[config.mk]
export PLATFORM = sky130hd
export DESIGN_NAME = qeciphy_gt_status_monitor
export DESIGN_NICKNAME = d
export VERILOG_FILES = /design/src/rtl/qeciphy_gt_status_monitor.sv
export SDC_FILE = /design/constraint.sdc
export NUM_CORES = 1
export LEC_CHECK = 0
export CORE_AREA = 2 2 79 81
export DETAILED_ROUTE_END_ITERATION = 12
export DIE_AREA = 0 0 81 83
export HOLD_SLACK_MARGIN = 0.15
export PLACE_DENSITY = 0.6
export RECOVER_POWER = 25
export SLEW_MARGIN = 25
export SYNTH_ARGS = -nofsm -noshare
export SYNTH_HDL_FRONTEND = slang
export SYNTH_SLANG_ARGS = --single-unit
[constraint.sdc]
create_clock -name axis_clk_i -period 2.7 [get_ports axis_clk_i]
set_input_delay 0.54 -clock axis_clk_i [delete_from_list [all_inputs] [get_ports axis_clk_i]]
set_output_delay 0.54 -clock axis_clk_i [all_outputs]
set_load 0.02 [all_outputs]
[src/rtl/qeciphy_gt_status_monitor.sv]
// GT status qualifier and link-loss monitor: debounces the three GT status inputs, arms once the
// link is up, and on any loss raises a fixed-length re-reset request. Optional fault counter is
// built only when QECIPHY_GT_STATUS_FAULT_CNT_EN is defined.
module qeciphy_gt_status_monitor #(
  parameter int unsigned STABLE_CYCLES  = 64,
  parameter int unsigned HOLDOFF_CYCLES = 256
) (
  input  logic       axis_clk_i,
  input  logic       axis_rst_i,
  input  logic       gt_power_good_i,
  input  logic       gt_tx_rst_done_i,
  input  logic       gt_rx_rst_done_i,
  input  logic       rst_done_i,
  input  logic       clear_fault_i,
  output logic       gt_power_good_o,
  output logic       gt_tx_rst_done_o,
  output logic       gt_rx_rst_done_o,
  output logic       link_armed_o,
  output logic       rerst_req_o,
  output logic       fault_o,
  output logic [7:0] fault_cnt_o
);

  localparam int unsigned QW = $clog2(STABLE_CYCLES + 1);
  localparam int unsigned HW = $clog2(HOLDOFF_CYCLES + 1);
  localparam logic [QW-1:0] QMax  = QW'(STABLE_CYCLES);
  localparam logic [HW-1:0] HLast = HW'(HOLDOFF_CYCLES - 1);

  typedef enum logic [3:0] {
    StWait      = 4'b0001,
    StArmed     = 4'b0010,
    StFaultHold = 4'b0100,
    StRecover   = 4'b1000
  } state_e;

  logic [2:0]    status_raw;
  logic [QW-1:0] qual_cnt_q [3];
  logic [2:0]    qual_q;

  assign status_raw = {gt_rx_rst_done_i, gt_tx_rst_done_i, gt_power_good_i};

  // Deassertion is unfiltered: a low sample clears both counter and output on the same edge.
  always_ff @(posedge axis_clk_i) begin
    if (axis_rst_i) begin
      for (int i = 0; i < 3; i++) begin
        qual_cnt_q[i] <= '0;
      end
      qual_q <= '0;
    end else begin
      for (int i = 0; i < 3; i++) begin
        if (!status_raw[i]) begin
          qual_cnt_q[i] <= '0;
          qual_q[i]     <= 1'b0;
        end else begin
          if (qual_cnt_q[i] != QMax) begin
            qual_cnt_q[i] <= qual_cnt_q[i] + QW'(1);
          end
          qual_q[i] <= (qual_cnt_q[i] == QMax);
        end
      end
    end
  end

  assign gt_power_good_o  = qual_q[0];
  assign gt_tx_rst_done_o = qual_q[1];
  assign gt_rx_rst_done_o = qual_q[2];

  state_e        state_q, state_d;
  logic [HW-1:0] hold_q, hold_d;
  logic          all_ok;
  logic          fault_event;

  assign all_ok = (&qual_q) & rst_done_i;

  always_comb begin
    state_d     = StWait;
    fault_event = 1'b0;
    hold_d      = '0;
    unique case (state_q)
      StWait:  state_d = all_ok ? StArmed : StWait;
      StArmed: begin
        if (all_ok) begin
          state_d = StArmed;
        end else begin
          state_d     = StFaultHold;
          fault_event = 1'b1;
        end
      end
      StFaultHold: begin
        hold_d  = hold_q + HW'(1);
        state_d = (hold_q == HLast) ? StRecover : StFaultHold;
      end
      // Wait for the reset controller to actually restart before re-arming.
      StRecover: state_d = rst_done_i ? StRecover : StWait;
      default:   state_d = StWait;
    endcase
  end

  always_ff @(posedge axis_clk_i) begin
    if (axis_rst_i) begin
      state_q <= StWait;
      hold_q  <= '0;
    end else begin
      state_q <= state_d;
      hold_q  <= hold_d;
    end
  end

  assign link_armed_o = (state_q == StArmed);
  assign rerst_req_o  = (state_q == StFaultHold);

  // A new fault takes priority over a coincident clear.
  always_ff @(posedge axis_clk_i) begin
    if (axis_rst_i) begin
      fault_o <= 1'b0;
    end else if (fault_event) begin
      fault_o <= 1'b1;
    end else if (clear_fault_i) begin
      fault_o <= 1'b0;
    end
  end

`ifdef QECIPHY_GT_STATUS_FAULT_CNT_EN
  logic [7:0] fault_cnt_q;

  always_ff @(posedge axis_clk_i) begin
    if (axis_rst_i) begin
      fault_cnt_q <= 8'd0;
    end else if (fault_event && (fault_cnt_q != 8'hFF)) begin
      fault_cnt_q <= fault_cnt_q + 8'd1;
    end
  end

  assign fault_cnt_o = fault_cnt_q;
`else
  assign fault_cnt_o = 8'd0;
`endif

endmodule

==> results.ini <==
[clock_tree]
cts_resized=0
cts_buffer_depth=2
numCtsBuffers=5
cts_max_level=2
cts.sinks=38
cts_tree=built
postCtsSetupRepairBufs=0
clk_pin_slew_ns=0.08
clk_latency_ns=0.29
cts_root_buffer=clkbuf_8
hold_buffers=0

[power_and_ir_drop]
static-leakage-power_nw=0.741
ir_drop_uv=171
power_density_nw_per_um2=485

[sta]
hold_violations=0
period_minus_slack_ns=2.34
max_freq_mhz=427
finalSetupViolCount=0
finalSetupTns_ns=0
tightest_slew_ns=0.563
period_share_pct=86.8
drv_slew=0
slew_headroom_pct=61.9
fin_worst_skew_ns=0.00460
rsz0062_at_grt=false

[floorplanning]
fp.dieArea_sq_um=6720
pin_count=21
start_util_pct=33.3
rows=28
dieHeight_um=83
core_sq_um=5820
die_x_um=81

[synth]
synth_edf_count=21
synth-seq-area-share_pct=50.1
async_flop_share_pct=0
syn_area_sq_um=1940
synth_ff_type=edfxtp_1
syn_area_per_cell_sq_um=10.0
syn_inst=194
ys_ff_latch=38
ys.warnings.count=0
yosysUniqueCellTypes=28

[min_path]
min_from=hold_q[0]
hp-class=reg2reg

[setup_path]
worstPathCellList=nor4b_2, clkdlybuf4s50_1
slowest_delay_ns=0.68
crit_fanout=5
critPathSlowestCell=clkdlybuf4s50_1
cp_top_family=buffers and inverters
critPathLaunch=state_q[2]
arrival_ns=1.80
cp_num_buf_inv=1
start_kind=flop
critical_path_required_ns=2.16
worstSetupEndpointType=output port
timing.rr.start=state_q[0]
crit_type=reg2out

[routing]
routed_wl_um=3350
firstDrtPassIters=4
num_vias=1364
drc=0
drt_iter0_markers=42
ant_nets=0
wl_per_cell_um=11.7
vias_per_cell=4.77

[cells_and_area]
finish.utilization_pct=37.7
layout_commonest_cell=nor2_1
fin_nets=225
antenna_cells=0
drive_gt1_share_pct=9.95
fillers=598
instances_no_fill=286
syn_to_final_growth_pct=13.1
final_cell_mix=nor2_1, edfxtp_1, dfxtp_1
final_area_sq_um=2190

[global_route]
grt_max_degree=13
grt_pass1_wl_um=5490
overflow=0
track_usage_pct=10.3
antenna_found_initial=0
grt_pass1_vias=1275

[place]
post_dp_cell_area_sq_um=2110
place_hpwl_um=2450
place_congestion=0.730
numPortBuffers=12
dp_cells=278

[run_status]
status=finished, final reports clean

[run]
maxCapViolations=0

path summary, 6_finish.rpt:
kind	slack, ns	cells past startpoint	endpoint
worst max-delay path	0.36	2	rerst_req_o
worst min-delay path	0.49	1	hold_q[0]
worst max register to register	1.11	3	state_q[0]
worst min register to register	0.49	1	hold_q[0]
layout make-up:
cell class                 count  area [sq um]  share of cell area, %
timing repair buffer          12           120                   5.48
sequential                    38           971                   44.3
clock buffer                   6          82.6                   3.76
tap                           75          93.8                   4.28
clock inverter                 2          12.5                  0.570
multi-input combinational    140           865                   39.4
inverter                      13          48.8                   2.22
per-stage QoR:
step	power (mW)	setup WS, ns	hold slack, ns
global placement	0.671	0.677	0.473
CTS	1.08	0.309	0.495
finish	1.06	0.356	0.489
global route	1.11	0.258	0.508
floorplan	0.665	1.14	0.451
detailed placement	0.672	0.639	0.477
metal layers:
layer | GRT usage [%] | up-vias | share of wire, %
li1 | - | 696 | -
met4 | 4.62 | 0 | 2.1
met1 | 12.2 | 642 | 47
met2 | 17.4 | 20 | 48
met3 | 2.50 | 6 | 3.6
met5 | 0 | - | 0
sequential cells by signal, summed over array words and instances (netlist names):
signal	flops
fault_o	1
hold_q	9
qual_cnt_q	21
qual_q	3
state_q	4
cells in the mapped netlist (2+ instances only):
| library cell | number | area share [%] |
|---|---|---|
| a41o_1 | 3 | 1.5 |
| buf_4 | 9 | 3.5 |
| nand2_1 | 9 | 1.7 |
| a211oi_1 | 2 | 0.77 |
| o21ai_0 | 9 | 2.3 |
| xnor2_1 | 4 | 1.8 |
| xor2_1 | 9 | 4.1 |
| nand3_1 | 13 | 3.4 |
| nand2b_1 | 6 | 1.9 |
| a21oi_1 | 7 | 1.8 |
| a22oi_1 | 2 | 0.77 |
| nor2_1 | 26 | 5.0 |
| dfxtp_1 | 17 | 18 |
| or3_1 | 9 | 2.9 |
| nor3_1 | 3 | 0.77 |
| nor4b_2 | 2 | 1.5 |
| edfxtp_1 | 21 | 33 |
| nor2_2 | 6 | 1.9 |
| or2_2 | 3 | 0.97 |
| nand4_1 | 5 | 1.6 |
| inv_1 | 13 | 2.5 |
| a21oi_2 | 3 | 1.4 |
| ha_1 | 8 | 5.2 |
worst register-to-register path: cells and delay by family, from the launching register on:
family           cells  cell delay (ns)
AND/OR/NAND/NOR      2             0.88
flip-flops           1             0.44
AO/OA/AOI/OAI        1             0.16
where the power goes:
group	total [mW]	internal, mW	switching (mW)
combinational	0.0442	0.0163	0.0279
sequential	0.614	0.609	0.00503
clock	0.406	0.205	0.201
total	1.06	0.831	0.234
kinds of logic (layout without fill, tap and decap cells):
logic type	after synthesis	count (layout)	share of synthesized area, %
buf+inv	23	33	6.19
flops	38	38	50.1
xor+xnor	13	13	5.87
simple gates	85	85	23.9
compound gates	26	26	8.58
fa+ha+maj	8	8	5.16
other cells	1	8	0.193
Note: power is estimated with default switching activity, not from simulation.
